### src/rtl/rr_arbiter8.sv
// Eight-way round-robin arbiter with held ownership, registered one-hot and binary grant outputs,
// and an optional cap on how long one owner may keep the grant.
module rr_arbiter8 #(
  parameter int unsigned MAX_HOLD = 16
) (
  input  logic       clk,
  input  logic       rst_n,
  input  logic [7:0] req,
  input  logic       done,
  output logic [7:0] gnt,
  output logic [2:0] gnt_idx,
  output logic       gnt_valid,
  output logic       timeout
);

  localparam logic [7:0] HoldLimit = 8'(MAX_HOLD);
  localparam bit         HoldEn    = (MAX_HOLD != 0);

  typedef enum logic [0:0] {StIdle, StGrant} state_e;

  state_e     state_q;
  logic [2:0] ptr_q;
  logic [7:0] hold_q;

  logic       win_found;
  logic [2:0] win_idx;
  logic [2:0] cand;
  logic       rel_drop;
  logic       rel_max;

  // Walk from the farthest offset back to ptr so the nearest requester is assigned last.
  always_comb begin
    win_found = 1'b0;
    win_idx   = '0;
    cand      = '0;
    for (int i = 7; i >= 0; i--) begin
      cand = ptr_q + 3'(i);
      if (req[cand]) begin
        win_found = 1'b1;
        win_idx   = cand;
      end
    end
  end

  always_comb begin
    rel_drop = ~req[gnt_idx];
    rel_max  = HoldEn && (hold_q == HoldLimit);
  end

  always_ff @(posedge clk or negedge rst_n) begin
    if (!rst_n) begin
      state_q   <= StIdle;
      ptr_q     <= '0;
      hold_q    <= '0;
      gnt       <= '0;
      gnt_idx   <= '0;
      gnt_valid <= 1'b0;
      timeout   <= 1'b0;
    end else begin
      timeout <= 1'b0;
      unique case (state_q)
        StIdle: begin
          if (win_found) begin
            state_q   <= StGrant;
            gnt       <= 8'b1 << win_idx;
            gnt_idx   <= win_idx;
            gnt_valid <= 1'b1;
            hold_q    <= 8'd1;
          end
        end
        StGrant: begin
          if (done || rel_drop || rel_max) begin
            state_q   <= StIdle;
            gnt       <= '0;
            gnt_valid <= 1'b0;
            ptr_q     <= gnt_idx + 3'd1;
            // Flag only a purely forced release.
            timeout   <= rel_max && !done && !rel_drop;
          end else if (hold_q != 8'hFF) begin
            hold_q <= hold_q + 8'd1;
          end
        end
        default: state_q <= StIdle;
      endcase
    end
  end

endmodule
### config.mk
export PLATFORM = sky130hd
export DESIGN_NAME = rr_arbiter8
export DESIGN_NICKNAME = d
export VERILOG_FILES = /design/src/rtl/rr_arbiter8.sv
export SDC_FILE = /design/constraint.sdc
export NUM_CORES = 1
export LEC_CHECK = 0
export CORE_UTILIZATION = 50
export CTS_BUF_LIST = sky130_fd_sc_hd__clkbuf_8
export DETAILED_ROUTE_END_ITERATION = 10
export HOLD_SLACK_MARGIN = 0.06
export PLACE_DENSITY = 0.71
export SKIP_CTS_REPAIR_TIMING = 1
export SLEW_MARGIN = 20
export SYNTH_ARGS = -nofsm -noshare
export SYNTH_HDL_FRONTEND = slang
export SYNTH_SLANG_ARGS = --single-unit
export TNS_END_PERCENT = 20
### constraint.sdc
create_clock -name clk -period 4 [get_ports clk]
set_input_delay 0.8 -clock clk [delete_from_list [all_inputs] [get_ports clk]]
set_output_delay 0.8 -clock clk [all_outputs]
set_load 0.05 [all_outputs]
==> results of run 1 <==
flip-flops by register name (all words and copies together) (netlist names):
signal and flops:
gnt 8, timeout 1, state_q 1, ptr_q 3, gnt_valid 1, gnt_idx 3
hold_q 8
worst max-delay path: stages:
cell             delay [ns]
clkdlybuf4s50_1        0.63
mux4_2                 0.60
or4_4                  0.56
a2111oi_4              0.43
nor2_1                 0.20
nor2_2                 0.30
a22o_1                 0.20
final timing paths:
| kind | startpoint | endpoint | slack [ns] | depth (start not counted) |
|---|---|---|---|---|
| max reg2reg | ptr_q[1] | gnt[5] | 0.76 | 10 |
| min in group asynchronous | rst_n | gnt[7] | 0.51 | 1 |
| max in group asynchronous | rst_n | hold_q[2] | 3.11 | 1 |
| min | gnt[4] | gnt[4] | 0.49 | 2 |
| min reg2reg | gnt[4] | gnt[4] | 0.49 | 2 |
| max | req[0] | gnt[1] | 0.50 | 7 |
logic make-up after synthesis:
family,count (synthesis)
multiplexers,50
adder cells (fa/ha/maj),5
flip-flops,25
XOR/XNOR,12
AND/OR/NAND/NOR,77
buffers and inverters,29
AO/OA/AOI/OAI,46
per-stage QoR:
| stage | power [mW] | hold WS [ns] | setup WS, ns | std cells |
|---|---|---|---|---|
| after global routing | 2.81 | 0.514 | 0.337 | 307 |
| after floorplan | 2.03 | 0.504 | 0.605 | 244 |
| after global placement | 2.41 | 0.472 | 0.298 | 303 |
| after CTS | 2.58 | 0.495 | 0.517 | 307 |
| after detailed placement | 2.43 | 0.475 | 0.235 | 303 |
| final | 2.59 | 0.485 | 0.498 | 307 |
placed cells by master, fill, tap and decap left out, types with 4 or more instances in the layout:
cell type,n
nor2_1,26
dfrtp_1,25
nand2_1,19
nand3_1,8
o21ai_0,10
clkdlybuf4s50_1,22
xor2_1,8
a21oi_1,6
mux2_2,12
and3_1,4
ha_1,5
buf_4,5
mux2i_1,19
inv_1,8
a32o_1,4
xnor2_1,4
mux4_2,19
report_power, final:
part / internal (mW) / total, mW / switching [mW]
registers: 0.332 / 0.435 / 0.103
logic: 0.882 / 2.01 / 1.12
clock network: 0.0697 / 0.150 / 0.0803
total: 1.28 / 2.59 / 1.31
per-layer routing:
metal | wire, um | vias up | track usage (%)
met4 | 14 | 0 | 2.67
met3 | 296 | 2 | 3.66
li1 | - | 943 | -
met2 | 2510 | 54 | 34.7
met1 | 2590 | 941 | 34.2
met5 | 0 | - | 0
area by class of cell:
class                      count  area [um2]
fill                         385        1800
multi-input combinational    190        1650
sequential                    25         626
timing repair buffer          28         263
tap                           52        65.1
clock buffer                   3        41.3
inverter                       8        30.0
clock inverter                 1        5.00
==> metrics.md, run 1 <==
| Metric | Value |
|---|---|
| Routability cong. | 0.849 |
| Classification of the worst setup path | primary input to flip-flop |
| CTS root buffer | clkbuf_8 |
| Worst-Margin Slew | slightly below 0.7 ns |
| Maximum net fanout on the critical path | 12 |
| Synth cell types | 47 |
| Adder and majority gate portion of the synthesized area | ~2.6% |
| Final period util | a little under 90% |
| Count of H-tree levels built during CTS | 1 |
| Total count of hold-check failures in the final report | 0 |
| Simple-Gate Fraction of Synth Area | between 10% and 20% |
| Most instantiated library cell after synthesis | nor2_1 |
| Share of the synthesized area in the top cell type | between 20% and 30% |
| Rows | 24 |
| Synth cell count leaders | nor2_1 (26), dfrtp_1 (25), mux2i_1 (19), mux4_2 (19), nand2_1 (19) |
| Post-Place Cell Area | 2630 um2 |
| Number of storage elements in the synthesis netlist | 25 |
| Post-route setup TNS | 0 ns |
| Upper clock frequency limit | 286 MHz |
| Remaining global-route overflow | 0 |
| Starting DRT DRC Count | approximately 140 |
| Height of the die | about 71 um |
| HPWL after detailed placement | between 3000 and 4000 um |
| Peak ir drop on the vdd network | roughly 400 uV |
| Initial antenna violation count | 0 |
| Average routed wire per standard cell | ~18 um |
| Layout net count | 272 |
| Status | finished clean |
| Final-report max-slew violation count | 0 |
| Most used flip-flop cell after synthesis | dfrtp_1 |
| Final Skew | 0.00403 ns |
| Xor and xnor fraction of the mapped netlist area | 4.37% |
| Library cell occupying the most area in the post-synthesis netlist | dfrtp_1 |
| Die span in x | just over 70 um |
| Async SR Flop Fraction | between 90% and 100% |
| Die Outline Area | 5090 um2 |
| Total wirelength of the detailed-routed design | ~5400 um |
| Initial cell density of the core | 53.7% |
| Netlist area before placement | approximately 2400 um2 |
| Yosys warning total | 0 |
| Routed vias | roughly 1900 |
| Fraction of layout instances using a drive strength above 1 | 18.8% |
| Category of the worst setup path launch point | primary input |
| Total inserted antenna cells | 0 |
| Post-Layout Inst Area | between 2000 and 3000 um2 |
| Remaining DRCs | 0 |
| Core region area | about 4500 um2 |
| Combinational family with the most area after synthesis | multiplexers |
| Average cell area after synthesis | ~9.9 um2 |
| Top-Level Pins | 24 |
| Hold Crit Class | flip-flop to flip-flop |
| Detail Route Antenna Nets | 0 |
| Pin count of the biggest net entering global routing | 26 |
| Clock insertion delay at the later pin of the skew report | roughly 0.27 ns |
| Total setup violations reported at the end of the flow | 0 |
| Relative slew slack | between 50% and 60% |
| Global routing usage summed across all routing layers | 22.4% |
| PD cells | roughly 970 nW/um2 |
| Number of buffers created by CTS | 3 |
| Cells taking the most area after synthesis | dfrtp_1 (26%), mux4_2 (18%), mux2i_1 (7.9%) |
| Capturing element type of the critical path | flip-flop |
| Number of global-route vias before repair | between 1500 and 2000 |
| Max-cap violations | 0 |
| Arrival time at the worst endpoint | 3.72 ns |
| Layout overhead on the synthesized area | 11.5% |
| Wire length of the first global-routing pass | between 9000 and 10000 um |
| Clock transition at the register clock pins on the worst setup and hold paths after CTS | roughly 0.090 ns |
| Number of vias per cell after detailed routing | 6.32 |
| Clock period minus worst slack | approximately 3.5 ns |
| Leakage power | roughly 1.1 nW |
| Final core occ | between 50% and 60% |
| Count of clock tree sinks | 25 |
| TritonCTS clock tree | done |
| Worst path required time | 4.21 ns |
| Setup repair after global routing missed its margin | false |
| IO Port Bufs | 23 |
| Cell count after synthesis | between 200 and 250 |
| Fraction of the mapped netlist area in compound gates | between 10% and 20% |
| Detailed-router iteration count before antenna repair | 4 |
| Multiplexer fraction of the synthesized cell area | 31.3% |
| Total nets after synthesis | 260 |
| Buffer depth of the longest clock path | 2 |
| Sequential area share after synthesis | 26.0% |
| Number of enable flip-flop cells after synthesis | 0 |
(Power assumes the default switching activity.)
==> run 2: changes to the inputs <==
CTS_CLUSTER_SIZE = 10   (was unset)
==> results of run 2 <==
Same layout as run 1: the final DEF is identical, and so are final timing and power.
==> run 3: changes to the inputs <==
CELL_PAD_IN_SITES_DETAIL_PLACEMENT = 0   (was unset)
CELL_PAD_IN_SITES_GLOBAL_PLACEMENT = 1   (was unset)
CORE_UTILIZATION = 46   (was 50)
PLACE_DENSITY = unset   (was 0.71)
PLACE_DENSITY_LB_ADDON = 0.1   (was unset)
SETUP_SLACK_MARGIN = 0.15   (was unset)
==> metrics.md, run 3 (synthesis results as in run 1) <==
| Metric | Value |
|---|---|
| Classification of the worst setup path | primary input to flip-flop |
| Arrival time at the worst endpoint | between 3 and 4 ns |
| Peak ir drop on the vdd network | 440 uV |
| Number of buffers created by CTS | 3 |
| Filler-free cell count of the finished design | between 300 and 400 |
| Pin count of the biggest net entering global routing | 26 |
| Total inserted antenna cells | 0 |
| Number of placed instances with taps included | approximately 320 |
| Top-Level Pins | 24 |
| Final Hold Slack | ~0.48 ns |
| Routed vias | around 2000 |
| Hold Crit Class | flip-flop to flip-flop |
| Remaining DRCs | 0 |
| Most common cell after layout, fill and taps aside | nor2_1 |
| Final-report max-slew violation count | 0 |
| Initial antenna violation count | 0 |
| Largest regs | gnt (8), hold_q (8) |
| Clock period minus worst slack | about 3.5 ns |
| Total count of hold-check failures in the final report | 0 |
| Capturing element type of the critical path | flip-flop |
| Initial cell density of the core | roughly 50% |
| Upper clock frequency limit | around 280 MHz |
| Max-cap violations | 0 |
| Leakage power | between 1 and 1.5 nW |
| Layout net count | ~280 |
| Detail Route Antenna Nets | 0 |
| Category of the worst setup path launch point | primary input |
| Wire length of the first global-routing pass | 9100 um |
| Total setup violations reported at the end of the flow | 0 |
| Worst setup timing slack at the placement stage | 0.204 ns |
| Number of global-route vias before repair | ~1800 |
| PD cells | between 900 and 1000 nW/um2 |
| Final core occ | a little under three fifths |
| Post-route setup TNS | 0 ns |
| HPWL after detailed placement | ~4000 um |
| Detailed-router iteration count before antenna repair | 4 |
| Maximum net fanout on the critical path | 13 |
| FILL cells | 463 |
| Global routing usage summed across all routing layers | approximately 22% |
| IO Port Bufs | 23 |
| Relative slew slack | 55.7% |
| Final period util | between 80 and 90% |
| Min setup slack post-route | 0.488 ns |
| Count of clock tree sinks | 25 |
| CTS root buffer | clkbuf_8 |
| Fraction of layout instances using a drive strength above 1 | 19.4% |
| Clock insertion delay at the later pin of the skew report | between 0.2 and 0.3 ns |
| Remaining global-route overflow | 0 |
| TritonCTS clock tree | done |
| Clock transition at the register clock pins on the worst setup and hold paths after CTS | about 0.10 ns |
| Height of the die | between 70 and 80 um |
| Setup repair after global routing missed its margin | false |
| Routability cong. | a little over 0.9 |
| Worst-Margin Slew | 0.665 ns |
| Starting DRT DRC Count | between 200 and 250 |
| Count of H-tree levels built during CTS | 1 |
| Total wirelength of the detailed-routed design | around 5500 um |
| Die span in x | ~74 um |
| Status | finished clean |
| Layout overhead on the synthesized area | 13.5% |
| Number of vias per cell after detailed routing | just over 6 |
| Buffer depth of the longest clock path | 2 |
| Average routed wire per standard cell | around 17 um |
| Worst path required time | between 4 and 5 ns |
| Core region area | ~4900 um2 |
| Die Outline Area | between 5000 and 6000 um2 |
| Top library cells by usage in the layout, fill and taps aside | nor2_1 (26), dfrtp_1 (25), clkdlybuf4s50_1 (23) |
| Rows | 25 |
| Final Skew | a little over 0.008 ns |
-- run 3: worst paths after layout --
kind / from / endpoint / slack, ns / depth (start not counted)
worst min register to register: gnt[4] / gnt[4] / 0.48 / 2
worst min-delay path: gnt[4] / gnt[4] / 0.48 / 2
worst max register to register: ptr_q[1] / gnt[5] / 0.65 / 10
worst max-delay path: req[5] / gnt[0] / 0.49 / 7
max in group asynchronous: rst_n / hold_q[6] / 2.86 / 2
min in group asynchronous: rst_n / gnt[7] / 0.89 / 2
-- run 3: cell type report --
class                           count  area, um2  share of cell area (%)
Inverter                            8       30.0                    1.10
Tap cell                           67       83.8                    3.07
Clock inverter                      1       7.51                   0.275
Sequential cell                    25        626                    22.9
Timing Repair Buffer               31        290                    10.6
Multi-Input combinational cell    190       1650                    60.5
Clock buffer                        3       41.3                    1.51
-- run 3: power by group --
| part | internal, mW | switching (mW) |
|---|---|---|
| Combinational | 0.908 | 1.14 |
| Sequential | 0.332 | 0.0999 |
| Clock | 0.0706 | 0.0840 |
| Total | 1.31 | 1.33 |
-- run 3: worst max-delay path, stage by stage --
cell and delay, ns:
clkdlybuf4s50_1 0.65, mux4_2 0.59, or4_4 0.54, a2111oi_4 0.43
nor2_1 0.21, nor2_2 0.31, a22o_1 0.20
-- run 3: layer usage --
layer	part of all wire [%]	wire length (um)	track usage, %
met4	0.35	19	2.31
met3	7.1	389	3.52
met5	0	0	0
met2	44	2400	30.4
met1	49	2670	35.5
-- run 3: per-stage QoR --
| stage | power (mW) | instance area (um2) |
|---|---|---|
| 6_report | 2.64 | 2730 |
| 5_1_grt | 2.84 | 2730 |
| 4_1_cts | 2.64 | 2730 |
| 3_5_place_dp | 2.48 | 2680 |
| 3_3_place_gp | 2.49 | 2680 |
| 2_1_floorplan | 2.03 | 2400 |
